<file path="config.mk">
export PLATFORM = sky130hd
export DESIGN_NAME = player_unit
export DESIGN_NICKNAME = d
export VERILOG_FILES = /design/src/rtl/player_pkg.sv /design/src/rtl/anim_counter.sv /design/src/rtl/player_unit.sv
export SDC_FILE = /design/constraint.sdc
export NUM_CORES = 1
export LEC_CHECK = 0
export BUFFER_PORTS_ARGS = -buffer_cell sky130_fd_sc_hd__clkbuf_2
export CORE_UTILIZATION = 60
export DETAILED_ROUTE_END_ITERATION = 10
export GPL_TIMING_DRIVEN = 1
export HOLD_SLACK_MARGIN = 0.12
export PLACE_DENSITY = 0.88
export SYNTH_ARGS = -nofsm -noshare
export SYNTH_HDL_FRONTEND = slang
export SYNTH_SLANG_ARGS = --single-unit
</file>
<file path="constraint.sdc">
create_clock -name FrameClk -period 9.7 [get_ports FrameClk]
set_clock_uncertainty 0.05 [all_clocks]
set_input_delay 0.97 -clock FrameClk [delete_from_list [all_inputs] [get_ports FrameClk]]
set_output_delay 0.97 -clock FrameClk [all_outputs]
set_load 0.01 [all_outputs]
</file>
<file path="src/rtl/player_pkg.sv">
// Shared types and constants for the CrossyRobbers player controller.
package player_pkg;

  typedef enum logic [2:0] {
    ST_IDLE    = 3'd0,
    ST_WALK    = 3'd1,
    ST_DEAD1   = 3'd2,
    ST_DEAD2   = 3'd3,
    ST_DESPAWN = 3'd4,
    ST_OVER    = 3'd5
  } player_state_e;

  // Bit positions inside a player's {L,R,U,D} key nibble.
  localparam int KEY_L = 3;
  localparam int KEY_R = 2;
  localparam int KEY_U = 1;
  localparam int KEY_D = 0;

  localparam logic [9:0] SPAWN_X_P1 = 10'd292;
  localparam logic [9:0] SPAWN_X_P2 = 10'd516;
  localparam logic [6:0] SCORE_MAX  = 7'd127;
  localparam int         SPRITE_SIZE = 32;

  // Sprite sheet row; game over keeps showing the last death pose row.
  function automatic logic [1:0] anim_row(input player_state_e s);
    case (s)
      ST_WALK:           anim_row = 2'd1;
      ST_DEAD1:          anim_row = 2'd2;
      ST_DEAD2, ST_OVER: anim_row = 2'd3;
      default:           anim_row = 2'd0;
    endcase
  endfunction

endpackage

</file>
<file path="src/rtl/anim_counter.sv">
// Frame/tile animation counter: each tile is held FRAMES_PER_TILE frames, tile wraps at TILES.
// wrap_o flags the frame whose edge returns the counter to tile 0.
module anim_counter #(
  parameter int FRAMES_PER_TILE = 5,
  parameter int TILES           = 8,
  localparam int FW  = (FRAMES_PER_TILE > 1) ? $clog2(FRAMES_PER_TILE) : 1,
  localparam int TAW = (TILES > 1) ? $clog2(TILES) : 1
) (
  input  logic           clk_i,
  input  logic           rst_i,
  input  logic           clr_i,
  input  logic           en_i,
  output logic [TAW-1:0] tile_o,
  output logic           wrap_o
);

  logic [FW-1:0]  frame_q, frame_d;
  logic [TAW-1:0] tile_q, tile_d;
  logic           frame_last, tile_last;

  assign frame_last = (frame_q == FW'(FRAMES_PER_TILE - 1));
  assign tile_last  = (tile_q == TAW'(TILES - 1));
  // Independent of clr_i so a consumer may clear in response to the wrap.
  assign wrap_o     = en_i & frame_last & tile_last;
  assign tile_o     = tile_q;

  always_comb begin
    frame_d = frame_q;
    tile_d  = tile_q;
    if (clr_i) begin
      frame_d = '0;
      tile_d  = '0;
    end else if (en_i) begin
      if (frame_last) begin
        frame_d = '0;
        tile_d  = tile_last ? '0 : tile_q + 1'b1;
      end else begin
        frame_d = frame_q + 1'b1;
      end
    end
  end

  always_ff @(posedge clk_i or posedge rst_i) begin
    if (rst_i) begin
      frame_q <= '0;
      tile_q  <= '0;
    end else begin
      frame_q <= frame_d;
      tile_q  <= tile_d;
    end
  end

endmodule

</file>
<file path="src/rtl/player_unit.sv">
// Per-player controller: spawn, movement, animation, items, lives, invulnerability, score.
// All state advances once per FrameClk; pixel outputs are combinational from registers + DrawX/Y.
module player_unit
  import player_pkg::*;
#(
  parameter int MAX_ITEMS       = 3,
  parameter int TILES_PER_ANIM  = 8,
  parameter int FRAMES_PER_TILE = 5,
  parameter int LIVES           = 3,
  parameter int INVULN_FRAMES   = 120,
  parameter int MOVE_DIV        = 2,
  parameter int MIN_X           = 100,
  parameter int MAX_X           = 739,
  parameter int MIN_Y           = 65,
  parameter int MAX_Y           = 448,
  parameter int SPAWN_Y         = 400,
  localparam int TW = $clog2(4 * TILES_PER_ANIM * (MAX_ITEMS + 1))
) (
  input  logic          FrameClk,
  input  logic          Reset,
  input  logic          SpawnEnable,
  input  logic          PlayerOne,
  input  logic          PlayerHit,
  input  logic [1:0]    PlayerCollect,
  input  logic          Deposit,
  input  logic [2:0]    Speed,
  input  logic [7:0]    Keycode,
  input  logic [9:0]    DrawX,
  input  logic [9:0]    DrawY,
  output logic          Collected,
  output logic [2:0]    Dropped,
  output logic          PlayerPixel,
  output logic          PlayerPriority,
  output logic [TW-1:0] Tile,
  output logic [4:0]    PixelX,
  output logic [4:0]    PixelY,
  output logic [4:0]    HbOffset,
  output logic [6:0]    Score,
  output logic [1:0]    Lives,
  output logic          GameOver,
  output logic [9:0]    PlayerX,
  output logic [9:0]    PlayerY,
  output player_state_e StateDbg
);

  localparam int IW  = $clog2(MAX_ITEMS + 1);
  localparam int INW = ($clog2(INVULN_FRAMES + 1) > 4) ? $clog2(INVULN_FRAMES + 1) : 4;
  localparam int DW  = (MOVE_DIV > 1) ? $clog2(MOVE_DIV) : 1;
  localparam int TAW = (TILES_PER_ANIM > 1) ? $clog2(TILES_PER_ANIM) : 1;

  player_state_e  state_q, state_d;
  logic [9:0]     x_q, x_d, y_q, y_d;
  logic           face_left_q, face_left_d;
  logic [IW-1:0]  items_q, items_d;
  logic [2:0]     val_q, val_d;
  logic [6:0]     score_q, score_d;
  logic [1:0]     lives_q, lives_d;
  logic           over_q, over_d;
  logic [INW-1:0] invuln_q, invuln_d;
  logic [DW-1:0]  div_q, div_d;
  logic           collected_q, collected_d;
  logic [2:0]     dropped_q, dropped_d;

  logic           alive, div_last, spawn, anim_clr, anim_en, anim_wrap;
  logic [TAW-1:0] anim_tile;
  logic [3:0]     key;
  logic           mv_x, mv_y;
  logic [2:0]     step;
  logic [10:0]    x_ext, y_ext, step_ext;
  logic [9:0]     x_dec, x_inc, y_dec, y_inc;
  logic [3:0]     val_sum;
  logic [7:0]     score_sum;

  assign alive    = (state_q == ST_IDLE) || (state_q == ST_WALK);
  assign div_last = (div_q == DW'(MOVE_DIV - 1));
  assign anim_en  = alive || (state_q == ST_DEAD1) || (state_q == ST_DEAD2);
  assign key      = PlayerOne ? Keycode[7:4] : Keycode[3:0];
  assign mv_x     = key[KEY_L] ^ key[KEY_R];
  assign mv_y     = key[KEY_U] ^ key[KEY_D];

  // Each carried item slows the player, but a non-zero speed never drops below 1 px.
  always_comb begin
    if (Speed == 3'd0)              step = 3'd0;
    else if (Speed > 3'(items_q))   step = Speed - 3'(items_q);
    else                            step = 3'd1;
  end

  assign x_ext    = {1'b0, x_q};
  assign y_ext    = {1'b0, y_q};
  assign step_ext = 11'(step);
  assign x_dec = (x_ext < 11'(MIN_X) + step_ext) ? 10'(MIN_X) : 10'(x_ext - step_ext);
  assign x_inc = (x_ext + step_ext > 11'(MAX_X)) ? 10'(MAX_X) : 10'(x_ext + step_ext);
  assign y_dec = (y_ext < 11'(MIN_Y) + step_ext) ? 10'(MIN_Y) : 10'(y_ext - step_ext);
  assign y_inc = (y_ext + step_ext > 11'(MAX_Y)) ? 10'(MAX_Y) : 10'(y_ext + step_ext);

  // Carried value saturates at 7 so it always fits the Dropped report.
  assign val_sum   = {1'b0, val_q} + 4'(PlayerCollect);
  assign score_sum = {1'b0, score_q} + 8'(val_q);

  always_comb begin
    state_d     = state_q;
    x_d         = x_q;
    y_d         = y_q;
    face_left_d = face_left_q;
    items_d     = items_q;
    val_d       = val_q;
    score_d     = score_q;
    lives_d     = lives_q;
    over_d      = over_q;
    invuln_d    = (invuln_q != '0) ? invuln_q - 1'b1 : invuln_q;
    div_d       = div_q;
    collected_d = 1'b0;
    dropped_d   = 3'd0;
    anim_clr    = 1'b0;
    spawn       = 1'b0;
    if (!SpawnEnable) begin
      state_d  = ST_DESPAWN;
      items_d  = '0;
      val_d    = 3'd0;
      score_d  = 7'd0;
      lives_d  = 2'(LIVES);
      over_d   = 1'b0;
      invuln_d = '0;
      div_d    = '0;
      anim_clr = 1'b1;
    end else begin
      case (state_q)
        ST_DESPAWN: spawn = 1'b1;
        ST_IDLE, ST_WALK: begin
          div_d = div_last ? '0 : div_q + 1'b1;
          if (PlayerHit && invuln_q == '0) begin
            state_d   = ST_DEAD1;
            anim_clr  = 1'b1;
            lives_d   = (lives_q != 2'd0) ? lives_q - 2'd1 : 2'd0;
            dropped_d = val_q;
            items_d   = '0;
            val_d     = 3'd0;
          end else begin
            if (PlayerCollect != 2'd0 && items_q < IW'(MAX_ITEMS)) begin
              items_d     = items_q + 1'b1;
              val_d       = (val_sum > 4'd7) ? 3'd7 : val_sum[2:0];
              collected_d = 1'b1;
            end else if (Deposit && PlayerCollect == 2'd0) begin
              score_d = (score_sum > 8'(SCORE_MAX)) ? SCORE_MAX : score_sum[6:0];
              items_d = '0;
              val_d   = 3'd0;
            end
            if (div_last) begin
              if (mv_x) begin
                x_d         = key[KEY_L] ? x_dec : x_inc;
                face_left_d = key[KEY_L];
              end
              if (mv_y) y_d = key[KEY_U] ? y_dec : y_inc;
              state_d = (mv_x || mv_y) ? ST_WALK : ST_IDLE;
            end
          end
        end
        ST_DEAD1: if (anim_wrap) state_d = ST_DEAD2;
        ST_DEAD2: begin
          if (anim_wrap) begin
            if (lives_q == 2'd0) begin
              state_d  = ST_OVER;
              over_d   = 1'b1;
              anim_clr = 1'b1;
            end else begin
              spawn = 1'b1;
            end
          end
        end
        ST_OVER: anim_clr = 1'b1;
        default: state_d = ST_DESPAWN;
      endcase
      if (spawn) begin
        state_d     = ST_IDLE;
        x_d         = PlayerOne ? SPAWN_X_P1 : SPAWN_X_P2;
        y_d         = 10'(SPAWN_Y);
        face_left_d = !PlayerOne;
        invuln_d    = INW'(INVULN_FRAMES);
        div_d       = '0;
        anim_clr    = 1'b1;
      end
    end
  end

  always_ff @(posedge FrameClk or posedge Reset) begin
    if (Reset) begin
      state_q     <= ST_DESPAWN;
      x_q         <= 10'(MIN_X);
      y_q         <= 10'(MIN_Y);
      face_left_q <= 1'b0;
      items_q     <= '0;
      val_q       <= 3'd0;
      score_q     <= 7'd0;
      lives_q     <= 2'(LIVES);
      over_q      <= 1'b0;
      invuln_q    <= '0;
      div_q       <= '0;
      collected_q <= 1'b0;
      dropped_q   <= 3'd0;
    end else begin
      state_q     <= state_d;
      x_q         <= x_d;
      y_q         <= y_d;
      face_left_q <= face_left_d;
      items_q     <= items_d;
      val_q       <= val_d;
      score_q     <= score_d;
      lives_q     <= lives_d;
      over_q      <= over_d;
      invuln_q    <= invuln_d;
      div_q       <= div_d;
      collected_q <= collected_d;
      dropped_q   <= dropped_d;
    end
  end

  anim_counter #(
    .FRAMES_PER_TILE(FRAMES_PER_TILE),
    .TILES          (TILES_PER_ANIM)
  ) u_anim (
    .clk_i (FrameClk),
    .rst_i (Reset),
    .clr_i (anim_clr),
    .en_i  (anim_en),
    .tile_o(anim_tile),
    .wrap_o(anim_wrap)
  );

  logic       in_x, in_y, blink, visible;
  logic [4:0] dx, dy;

  assign in_x = ({1'b0, DrawX} >= x_ext) && ({1'b0, DrawX} < x_ext + 11'(SPRITE_SIZE));
  assign in_y = ({1'b0, DrawY} >= y_ext) && ({1'b0, DrawY} < y_ext + 11'(SPRITE_SIZE));
  assign dx   = DrawX[4:0] - x_q[4:0];
  assign dy   = DrawY[4:0] - y_q[4:0];
  // Blink: hidden on every other 8-frame window while invulnerable.
  assign blink   = (invuln_q != '0) && invuln_q[3];
  assign visible = (state_q != ST_DESPAWN) && (state_q != ST_OVER) && !blink;

  assign PlayerPixel    = in_x && in_y && visible;
  assign PlayerPriority = PlayerPixel && !dy[4];
  assign PixelX         = face_left_q ? ~dx : dx;
  assign PixelY         = dy;
  assign HbOffset       = face_left_q ? 5'd0 : 5'd16;
  assign Tile = TW'(anim_row(state_q)) * TW'(TILES_PER_ANIM * (MAX_ITEMS + 1))
              + TW'(anim_tile) * TW'(MAX_ITEMS + 1) + TW'(items_q);

  assign Collected = collected_q;
  assign Dropped   = dropped_q;
  assign Score     = score_q;
  assign Lives     = lives_q;
  assign GameOver  = over_q;
  assign PlayerX   = x_q;
  assign PlayerY   = y_q;
  assign StateDbg  = state_q;

endmodule
</file>
# Yosys cells after proc, flatten, opt, wreduce, memory -nomap -nowiden
# Cells that the tools add are included.
[op_classes]
add_sub_neg = 21
n_lt_le_gt_ge = 12
eq_ne = 26
muxes = 93
bitwise = 5
n_reduce_logical = 43
[ops]
columns = ["cell", "n"]
rows = [
  ["two-way mux 10 bit", 17],
  ["two-way mux 3 bit", 25],
  ["two-way mux 7 bit", 9],
  ["two-way mux 1 bit", 26],
  ["adder 10 x 3 -> 11 bit", 2],
  ["adder 10 x 6 -> 11 bit, second input constant", 2],
  ["< comparator 10 x 11 -> 1 bit", 2],
  [">= comparator 10 bit", 2],
  ["< comparator 10 x 8 -> 1 bit", 2],
  ["subtractor 10 x 3 -> 10 bit", 2],
  ["two-way mux 2 bit", 9],
  ["adder 7 x 3 -> 8 bit, first input constant", 2],
  ["nonzero test 2 bit", 8],
  ["AND reduction 5 bit", 3],
  ["inequality test 2 x 1 -> 1 bit, second input constant", 7],
  ["== test 3 bit, second input constant", 4],
  ["case mux 3 bit (4 select lines)", 1],
  ["> comparator 11 x 10 -> 1 bit, second input constant", 1],
  ["> comparator 11 x 9 -> 1 bit, second input constant", 1],
  ["logical AND 1 bit", 11],
  ["two-way mux 5 bit", 2],
  ["subtractor 5 bit", 2],
  ["adder 7 x 3 -> 8 bit", 1],
  ["> comparator 8 x 7 -> 1 bit, second input constant", 1],
  ["other kinds (39)", 58],
]
[totals]
register_bits = 57
input_bits = 39
word_cells = 215

# Logic depth before layout (Yosys ltp)
# Gate-level depths: netlist (run 1).
[logic_depth]
word_depth = 13
depth_mapped = 18
depth_no_buf = 18

# By module
# From an unflattened synthesis (run 1), not the netlist that was laid out.
[hier_totals]
hier_cells = 680
hier_area_um2 = 5646.7
[modules_own_cells]
columns = ["mod", "n_inst", "cells_per_inst", "area_per_inst_um2", "seq_area_each_um2"]
rows = [
  ["player_unit", 1, 648, 5310.1, 1286.2],
  ["anim_counter", 1, 32, 336.6, 150.1],
]

# Worst setup path after synthesis (run 1)
# Ideal clock, no wire load.
[synth_timing]
path_kind = "input-to-reg"
from = "in Speed[0]"
to = "reg y_q[3] (netlist: PlayerY[3])"
setup_ns = 0.121
t_arrival_ns = 4.139
required_time_ns = 9.529
setup_slack_ns = 5.390
stages = 17
path_buffers = 0
cell_sequence = "inv_1 > ha_1 > inv_1 > fa_1 > nand2_1 > inv_1 > ha_1 > inv_1 > ha_1 > nor2b_1 > o21a_1 > o21a_1 > o41ai_1 > nand4_1 > a31oi_1 > o21ai_0 > a22o_1"
[synth_via]
elab_chain_cells = 12
[synth_rtl]
columns = ["item", "line", "rtl"]
rows = [
  ["start: declaration", "player_unit.sv:26", "input logic [2:0] Speed,"],
  ["subtractor 3 x 2 -> 3 bit or > comparator 3 x 2 -> 1 bit (tied branches)", "player_unit.sv:84", "else if (Speed > 3'(items_q)) step = Speed - 3'(items_q);"],
  ["two-way mux 3 bit", "player_unit.sv:84", ""],
  ["two-way mux 3 bit (*)", "player_unit.sv:83", "if (Speed == 3'd0) step = 3'd0;"],
  ["adder 10 x 3 -> 11 bit or adder 7 x 3 -> 8 bit (tied branches)", "player_unit.sv:94, player_unit.sv:93", ""],
  ["> comparator 11 x 9 -> 1 bit or < comparator 10 x 8 -> 1 bit (tied branches)", "player_unit.sv:94, player_unit.sv:93", ""],
  ["two-way mux 10 bit (on tied branches)", "player_unit.sv:94, player_unit.sv:93", ""],
  ["two-way mux 10 bit (*) (2 in a row)", "player_unit.sv:153", "if (mv_y) y_d = key[KEY_U] ? y_dec : y_inc;"],
  ["two-way mux 10 bit (*)", "player_unit.sv:148", "if (div_last) begin"],
  ["two-way mux 10 bit (*)", "player_unit.sv:131", "if (PlayerHit && invuln_q == '0) begin"],
  ["two-way mux 10 bit (*)", "player_unit.sv:127", "case (state_q)"],
  ["two-way mux 10 bit (*)", "player_unit.sv:173", "if (spawn) begin"],
  ["end signal: assignment", "player_unit.sv:189", "y_q <= 10'(MIN_Y);"],
  ["end signal: assignment", "player_unit.sv:203", "y_q <= y_d;"],
  ["end: declaration", "player_unit.sv:52", "logic [9:0] x_q, x_d, y_q, y_d;"],
]
# Mark *: on every way between the ends. The rest lies on a longest branch, timed or not. The select of a mux whose other input is x is not followed.
# A chain may end at the register's enable or synchronous reset.

# Worst setup path in the final report (run 1)
# Ends and elaborated chain as after synthesis.

==> metrics.json, run 1 <==
{
  "final_weighted_congestion_of_routability_driven_global_placement": 0.908,
  "cts.repair_timing.setup_buffer_count": 0,
  "row_count": 35,
  "path_class": "in2reg",
  "synth_top_cell_area_share_pct": 21.5,
  "ir_worst_vdd_v": 0.000121,
  "cpMaxStageDelayCell": "sky130_fd_sc_hd__nand4_1",
  "ys_ff_latch": 57,
  "min-delay-path-class": "reg2reg",
  "all_layer_global_routing_usage_pct": 32.3,
  "design.core.area_um2": 9240,
  "max-clock-path-buffers": 2,
  "static-leakage-power_nw": 3.00,
  "synth_fa_ha_area_share_pct": 17.0,
  "cts_hold_buffers": 0,
  "via_count": 5627,
  "cts.reportedPaths.clkPinSlew_ns": 0.08,
  "fmaxAchievable_mhz": 220,
  "seqPwrFrac_pct": 30.0,
  "p_sw_uw": 466,
  "tritoncts.num_buffers": 9,
  "setup_failing_eps_final": 0,
  "slew-limit-headroom_pct": 47.6,
  "edff_count_synth": 0,
  "fin_total_pwr_mw": 1.09,
  "post_synth_and_or_nand_nor_area_fraction_pct": 20.4,
  "timing.critical_path.to_type": "flip-flop",
  "timing_worst_slew_pin_value_ns": 0.786,
  "critical-path-max-stage-delay_ns": 0.37,
  "gate_count_of_the_mapped_netlist": 688,
  "area_fraction_in_compound_gates_after_synthesis_pct": 24.2,
  "layout-drive-gt1-share_pct": 18.1,
  "ant_nets": 0,
  "worst_ep_arrival_time_ns": 4.75,
  "floorplan.initialDensity_pct": 61.7,
  "timing.critical_path.from_type": "primary input",
  "floorplan.die.width_um": 99.5,
  "clock_period_minus_final_worst_setup_slack_ns": 4.55,
  "asyncSetResetFlopFracSynth_pct": 100,
  "synth_top_area_cell": "sky130_fd_sc_hd__dfrtp_1",
  "yosys-top-cells-area": "sky130_fd_sc_hd__dfrtp_1, sky130_fd_sc_hd__ha_1, sky130_fd_sc_hd__xnor2_1",
  "power.combinational.fraction_pct": 47.0,
  "grt_start_max_net_pins": 58,
  "cp_cell_sequence": "clkbuf_2 -> inv_1 -> ha_1 -> a2bb2oi_2 -> o21ai_0 -> nand2_1 -> nand2_1 -> inv_1 -> ha_1 -> inv_1 -> ha_1 -> nor2b_1 -> o21a_1 -> o21a_1 -> o41ai_1 -> nand4_1 -> a31oi_1 -> o21ai_0 -> a22o_1",
  "fin_nets": 880,
  "detailed_place_hpwl_mm": 12.0,
  "drt-vias-per-instance": 6.23,
  "tritoncts": "built",
  "die_area_um2": 9890,
  "outcome": "complete, no violations",
  "antenna_cells": 0,
  "sw_frac_of_total_pct": 42.7,
  "power_report.internal_total_uw": 626,
  "post_drt_wl_per_cell_um": 17.2,
  "cellPowerDensity_nw_per_um2": 170,
  "floorplan.die.height_um": 99.5,
  "grt_antenna_before_repair": 0,
  "pwr-share-clk_pct": 23.0,
  "io_buffer_count": 95,
  "synth_mux_area_share_pct": 1.69,
  "synth_cell_type_count": 77,
  "cpLargestDelayFamily": "compound AO/OA/AOI/OAI gates",
  "min_period_over_period_pct": 46.9,
  "cts_sinks": 57,
  "finalHoldViolCount": 0,
  "maxCapViolations": 0,
  "synthXorXnorAreaFrac_pct": 5.53,
  "rsz0062_at_grt": "false",
  "n_fill_cell": 741,
  "drc": 0,
  "htree_levels": 3,
  "io_count": 100,
  "worstSkewPairLatency_ns": 0.36,
  "global_route_overflow": 0,
  "grt_pass1_wl_mm": 25.1,
  "cts_resized": 0,
  "wirelength_mm": 15.5,
  "synth_flop_cell": "sky130_fd_sc_hd__dfrtp_1",
  "critPathMaxFanout": 8,
  "clock_tree.root_cell": "sky130_fd_sc_hd__clkbuf_8",
  "firstDrtPassIters": 5,
  "final-max-slew-violation-count": 0,
  "count_of_buffer_and_inverter_cells_on_the_critical_path": 4,
  "mapped_area_um2": 5700,
  "via_count_of_the_first_global_routing_pass": 5343,
  "syn-mean-instance-area_um2": 8.28,
  "area_growth_pct": 13.0,
  "synth_top_family_by_area": "compound AO/OA/AOI/OAI gates",
  "synth.yosys.seq_area_share_pct": 25.2,
  "critPathRequiredTime_ns": 9.90,
  "drt-initial-drc-count": 311,
  "setup_tns_ns": 0,
  "yosys_warning_count": 0
}
## cells in the mapped netlist (11+ instances only)
cell and number:
sky130_fd_sc_hd__o21ai_0 43, sky130_fd_sc_hd__nor2b_1 15, sky130_fd_sc_hd__inv_1 53, sky130_fd_sc_hd__nor3_1 26, sky130_fd_sc_hd__a21oi_1 53, sky130_fd_sc_hd__clkbuf_1 19
sky130_fd_sc_hd__xnor2_1 31, sky130_fd_sc_hd__nand4_1 11, sky130_fd_sc_hd__nand3_1 16, sky130_fd_sc_hd__nand2_1 57, sky130_fd_sc_hd__o21ai_1 11, sky130_fd_sc_hd__nor2_1 49
sky130_fd_sc_hd__a31oi_1 11, sky130_fd_sc_hd__ha_1 63, sky130_fd_sc_hd__dfrtp_1 49
## power by group through the flow
stage / clock [mW] / sequential (mW) / combinational (mW)
after floorplan: 0 / 0.310 / 0.377
after global placement: 0 / 0.329 / 0.484
after detailed placement: 0 / 0.330 / 0.504
after CTS: 0.252 / 0.326 / 0.508
after global routing: 0.262 / 0.334 / 0.572
final: 0.251 / 0.328 / 0.514
## per-layer routing
| metal | track usage [%] | up-vias | share of wire, % |
|---|---|---|---|
| li1 | - | 2657 | - |
| met1 | 40.7 | 2667 | 42 |
| met2 | 53.7 | 246 | 48 |
| met3 | 5.41 | 57 | 6.5 |
| met4 | 16.0 | 0 | 3.9 |
| met5 | 0 | - | 0 |
## cells in the final DEF (no fill, tap or decap), types with 15 or more instances in the layout
cell,count
sky130_fd_sc_hd__a21oi_1,53
sky130_fd_sc_hd__nor3_1,26
sky130_fd_sc_hd__nor2b_1,15
sky130_fd_sc_hd__xnor2_1,31
sky130_fd_sc_hd__o21ai_0,43
sky130_fd_sc_hd__dfrtp_1,49
sky130_fd_sc_hd__inv_1,52
sky130_fd_sc_hd__nand2_1,57
sky130_fd_sc_hd__clkbuf_2,95
sky130_fd_sc_hd__ha_1,63
sky130_fd_sc_hd__nand3_1,16
sky130_fd_sc_hd__nor2_1,49
## worst paths after layout
kind	start	endpoint	slack, ns	depth (start not counted)
max in group asynchronous	Reset	PlayerX[7]	8.34	3
worst max-delay path	Speed[0]	PlayerY[3]	5.15	19
min in group asynchronous	Reset	Score[6]	0.76	3
worst min-delay path	GameOver	GameOver	0.45	1
worst min register to register	GameOver	GameOver	0.45	1
worst max register to register	items_q[1]	PlayerY[3]	5.44	18
## state kept, by name, summed over array words and instances (netlist names), 2 cells and up
register	cells
Dropped	3
Lives	2
PlayerX	10
PlayerY	10
Score	7
StateDbg	3
invuln_q	7
items_q	2
u_anim.frame_q	3
u_anim.tile_o	3
val_q	3
## logic make-up after synthesis
logic type,after synthesis
AO/OA/AOI/OAI,203
multiplexers,9
flip-flops,57
XOR/XNOR,36
AND/OR/NAND/NOR,227
adder cells (fa/ha/maj),72
other,1
buffers and inverters,83
## layout make-up
type                    count  area, um^2  area share [%]
flip-flops and latches     57        1440            22.3
multi-input cells         551        3940            61.2
inverters                  53         199            3.09
repair buffers             97         490            7.62
clock buffers              11         131            2.04
clock inverters             5        80.1            1.24
well taps                 129         161            2.51
## per-stage QoR
| step | std cells | cell area, um^2 | utilization (%) | setup WS, ns | hold WS (ns) |
|---|---|---|---|---|---|
| 4_1_cts | 903 | 6440 | 69.7 | 5.16 | 0.457 |
| 3_5_place_dp | 887 | 6220 | 67.4 | 4.78 | 0.439 |
| 6_report | 903 | 6440 | 69.7 | 5.15 | 0.451 |
| 2_1_floorplan | 691 | 5710 | - | 5.39 | 0.433 |
| 3_3_place_gp | 887 | 6220 | 67.4 | 4.99 | 0.426 |
| 5_1_grt | 903 | 6440 | 69.7 | 4.81 | 0.468 |
Power figures use the tool's default switching activity.
==> run 2: changes to the inputs <==
--- a/config.mk
+++ b/config.mk
@@ -6,11 +6,11 @@
 export NUM_CORES = 1
 export LEC_CHECK = 0
 export BUFFER_PORTS_ARGS = -buffer_cell sky130_fd_sc_hd__clkbuf_2
-export CORE_UTILIZATION = 60
+export CORE_UTILIZATION = 52
 export DETAILED_ROUTE_END_ITERATION = 10
 export GPL_TIMING_DRIVEN = 1
 export HOLD_SLACK_MARGIN = 0.12
-export PLACE_DENSITY = 0.88
+export PLACE_DENSITY = 0.81
 export SYNTH_ARGS = -nofsm -noshare
 export SYNTH_HDL_FRONTEND = slang
 export SYNTH_SLANG_ARGS = --single-unit
==> constraint.sdc (replaced) <==
create_clock -name FrameClk -period 4.1 [get_ports FrameClk]
set_clock_uncertainty 0.05 [all_clocks]
set_input_delay 0.41 -clock FrameClk [delete_from_list [all_inputs] [get_ports FrameClk]]
set_output_delay 0.41 -clock FrameClk [all_outputs]
set_load 0.01 [all_outputs]
==> run 2 against run 1 <==
  * Count of clock-buffer cells in the layout decreased by 1
  * Worst hold slack lost 0.085 ns
  * Register-to-register slack worse by 5.3 ns
  * Sequential power is 140% higher
  * Via count fell by 0.48%
  * Utilization is 7.3 points lower
==> metrics.json, run 2 (same netlist as run 1, synthesis figures left out) <==
{
  "firstDrtPassIters": {"value": 8, "change": "+3"},
  "fin_ws": {"value": 0.177, "unit": "ns", "change": "-4.98 ns"},
  "timing_worst_slew_pin_value": {"value": 0.702, "unit": "ns", "change": "-0.0833 ns"},
  "static-leakage-power": {"value": 3.03, "unit": "nW", "change": "+0.99%"},
  "fmaxAchievable_mhz": 255,
  "row_count": {"value": 37, "change": "+5.7%"},
  "tritoncts": "built",
  "timing.reg2reg.worst_path_depth": {"value": 19, "change": "+1"},
  "startpoint_of_the_tightest_hold_check_path": "SpawnEnable",
  "layout_utilization": {"value": 62.3, "unit": "%", "change": "-7.3 points"},
  "final-max-slew-violation-count": {"value": 0, "change": "unchanged"},
  "grt_start_max_net_pins": {"value": 38, "change": "-34%"},
  "holdPathStages": {"value": 2, "change": "+1"},
  "globalRoute.busiestLayer": "met2",
  "floorplan.die.width": {"value": 107, "unit": "um", "change": "+7.3%"},
  "sw_frac_of_total": {"value": 44.5, "unit": "%", "change": "+1.8 points"},
  "hold-path-endpoint": "Lives[1]",
  "n_fill_cell": {"value": 929, "change": "+25%"},
  "detailed_place_hpwl": {"value": 12.1, "unit": "mm", "change": "+1.2%"},
  "cpMostUsedCell": "sky130_fd_sc_hd__inv_1",
  "min_period_over_period_pct": 95.7,
  "place_worst_setup_slack": {"value": 0.0248, "unit": "ns", "change": "-4.76 ns"},
  "outcome": "complete, no violations",
  "critical-path-max-stage-delay": {"value": 0.42, "unit": "ns", "change": "+0.05 ns"},
  "drt-initial-drc-count": {"value": 370, "change": "+19%"},
  "cellPowerDensity": {"value": 384, "unit": "nW/um^2", "change": "+130%"},
  "io_count": {"value": 100, "change": "unchanged"},
  "via_count": {"value": 5600, "change": "-0.48%"},
  "area.sequential": {"value": 1440, "unit": "um^2", "change": "unchanged"},
  "pwr-share-clk": {"value": 19.8, "unit": "%", "change": "-3.2 points"},
  "fin_nets": {"value": 890, "change": "+1.1%"},
  "cp_cell_sequence": "inv_1 -> ha_2 -> nor2b_4 -> o21ai_1 -> nand2_1 -> nand2_1 -> inv_1 -> ha_1 -> inv_1 -> ha_1 -> nor2b_1 -> o21a_1 -> o21a_1 -> o41ai_4 -> nand4_1 -> buf_4 -> nor2_1 -> nor4_1 -> a21o_1",
  "setup_tns": {"value": 0, "unit": "ns", "change": "unchanged"},
  "tritoncts.num_buffers": {"value": 9, "change": "unchanged"},
  "via_count_of_the_first_global_routing_pass": {"value": 5307, "change": "-0.67%"},
  "multi_input_area": {"value": 3970, "unit": "um^2", "change": "+0.70%"},
  "grt_use_met1": {"value": 35.8, "unit": "%", "change": "-5.0 points"},
  "layoutNonFillerInstCount": {"value": 920, "change": "+1.9%"},
  "holdWs": {"value": 0.366, "unit": "ns", "change": "-0.0853 ns"},
  "design.core.area": {"value": 10500, "unit": "um^2", "change": "+13%"},
  "min-delay-path-class": "in2reg",
  "final_common_cell": "sky130_fd_sc_hd__clkbuf_2",
  "die_area": {"value": 11400, "unit": "um^2", "change": "+15%"},
  "ant_nets": {"value": 0, "change": "unchanged"},
  "worstSkewPairLatency": {"value": 0.35, "unit": "ns", "change": "about the same"},
  "cpMaxStageDelayCell": "sky130_fd_sc_hd__dfrtp_1",
  "fin_total_pwr": {"value": 2.50, "unit": "mW", "change": "+130%"},
  "worst_r2r_endpoint": "PlayerY[5]",
  "global_route_overflow": {"value": 0, "change": "unchanged"},
  "power.combinational.fraction": {"value": 49.1, "unit": "%", "change": "+2.1 points"},
  "p_sw": {"value": 1.11, "unit": "mW", "change": "+140%"},
  "grt_pass1_wl": {"value": 24.9, "unit": "mm", "change": "-0.99%"},
  "finalHoldViolCount": {"value": 0, "change": "unchanged"},
  "all_layer_global_routing_usage": {"value": 27.3, "unit": "%", "change": "-5.0 points"},
  "ff2ff_setup_slack": {"value": 0.18, "unit": "ns", "change": "-5.26 ns"},
  "ir_worst_vdd": {"value": 0.000241, "unit": "V", "change": "+100%"},
  "antenna_cells": {"value": 0, "change": "unchanged"},
  "post_drt_wl_per_cell": {"value": 16.8, "unit": "um", "change": "-2.6%"},
  "area_of_all_placed_cells_without_fillers": {"value": 6520, "unit": "um^2", "change": "+1.3%"},
  "floorplan.initialDensity": {"value": 54.5, "unit": "%", "change": "-7.2 points"},
  "timing.critical_path.from_type": "flip-flop",
  "grt_use_met2": {"value": 45.6, "unit": "%", "change": "-8.1 points"},
  "max-clock-path-buffers": {"value": 2, "change": "unchanged"},
  "wirelength": {"value": 15.4, "unit": "mm", "change": "-0.74%"},
  "area_growth_pct": 14.4,
  "path_class": "reg2reg",
  "worst_ep_arrival_time": {"value": 4.11, "unit": "ns", "change": "-0.64 ns"},
  "maxCapViolations": {"value": 0, "change": "unchanged"},
  "layout-drive-gt1-share": {"value": 19.6, "unit": "%", "change": "+1.6 points"},
  "io_buffer_count": {"value": 95, "change": "unchanged"},
  "placement.cell_area": {"value": 6290, "unit": "um^2", "change": "+0.98%"},
  "final_weighted_congestion_of_routability_driven_global_placement": {"value": 0.899, "change": "-0.93%"},
  "setup_failing_eps_final": {"value": 0, "change": "unchanged"},
  "clock_period_minus_final_worst_setup_slack_ns": 3.92,
  "seqPwrFrac": {"value": 31.1, "unit": "%", "change": "+1.1 points"},
  "critPathRequiredTime": {"value": 4.29, "unit": "ns", "change": "-5.61 ns"},
  "commonest_non_fill_non_tap_cells_in_the_layout": "sky130_fd_sc_hd__clkbuf_2, sky130_fd_sc_hd__ha_1, sky130_fd_sc_hd__nand2_1",
  "drt-vias-per-instance": {"value": 6.09, "change": "-2.3%"},
  "cts_sinks": {"value": 57, "change": "unchanged"},
  "timing.critical_path.to_type": "flip-flop",
  "floorplan.die.height": {"value": 107, "unit": "um", "change": "+7.3%"},
  "grt_util_met3": {"value": 3.47, "unit": "%", "change": "-1.9 points"},
  "slew-limit-headroom": {"value": 53.2, "unit": "%", "change": "+5.6 points"},
  "rsz0062_at_grt": "false",
  "power_report.internal_total": {"value": 1.39, "unit": "mW", "change": "+120%"},
  "critPathMaxFanout": {"value": 8, "change": "unchanged"},
  "worst_reg2reg_path_startpoint": "items_q[1]",
  "htree_levels": {"value": 3, "change": "unchanged"},
  "clock_tree.root_cell": "sky130_fd_sc_hd__clkbuf_8",
  "place.detailed.instances": {"value": 901, "change": "+1.6%"},
  "cts.reportedPaths.clkPinSlew": {"value": 0.08, "unit": "ns", "change": "about the same"},
  "grt_antenna_before_repair": {"value": 0, "change": "unchanged"},
  "drc": {"value": 0, "change": "unchanged"}
}
-- run 2: cell count changes in the layout (fill, tap and decap cells not counted), sizes merged --
cell and delta:
buf +9, bufinv -2, clkinvlp +2, clkbuf -1
clkinv +1, dlygate4sd3 +1
-- run 2: metal layers --
metal	vias up	wire length, um
met4	0	390
met2	245	7480
met3	35	910
met5	-	0
met1	2654	6650
li1	2666	-
-- run 2: layout make-up --
class	count	area share, %
Sequential cell	57	22.0
Clock inverter	6	0.672
Tap cell	136	2.61
Multi-Input combinational cell	551	60.8
Timing Repair Buffer	107	8.71
Inverter	53	3.05
Clock buffer	10	2.11
-- run 2: critical path, delay by kind of cell, from the launching register on --
| family | cells | cell delay (ns) |
|---|---|---|
| AO/OA/AOI/OAI | 5 | 0.94 |
| adder cells (fa/ha/maj) | 3 | 0.84 |
| buffers and inverters | 4 | 0.50 |
| flip-flops | 1 | 0.42 |
| AND/OR/NAND/NOR | 7 | 1.06 |
-- run 2: what timing repair did --
item / 4_1_cts / 5_1_grt
gates resized for setup: 0 / 5
endpoints found under the hold margin: 16 / 0
endpoints found under the setup margin: 0 / 11
setup buffers: 0 / 2
hold buffers: 1 / 0
-- run 2: power groups by stage --
| stage | clock [mW] | combinational (mW) | sequential (mW) |
|---|---|---|---|
| 5_1_grt | 0.521 | 1.37 | 0.791 |
| 3_5_place_dp | 0 | 1.21 | 0.782 |
| 3_3_place_gp | 0 | 1.16 | 0.778 |
| 2_1_floorplan | 0 | 0.891 | 0.732 |
| 6_report | 0.495 | 1.23 | 0.777 |
| 4_1_cts | 0.499 | 1.21 | 0.771 |
-- run 2: worst max-delay path by stage --
stage                from         end
2_1_floorplan  items_q[1]  PlayerY[3]
3_3_place_gp     Speed[1]  PlayerY[3]
3_5_place_dp     Speed[1]  PlayerY[3]
4_1_cts        items_q[1]  PlayerY[3]
5_1_grt        items_q[1]  PlayerY[5]
6_report       items_q[1]  PlayerY[5]
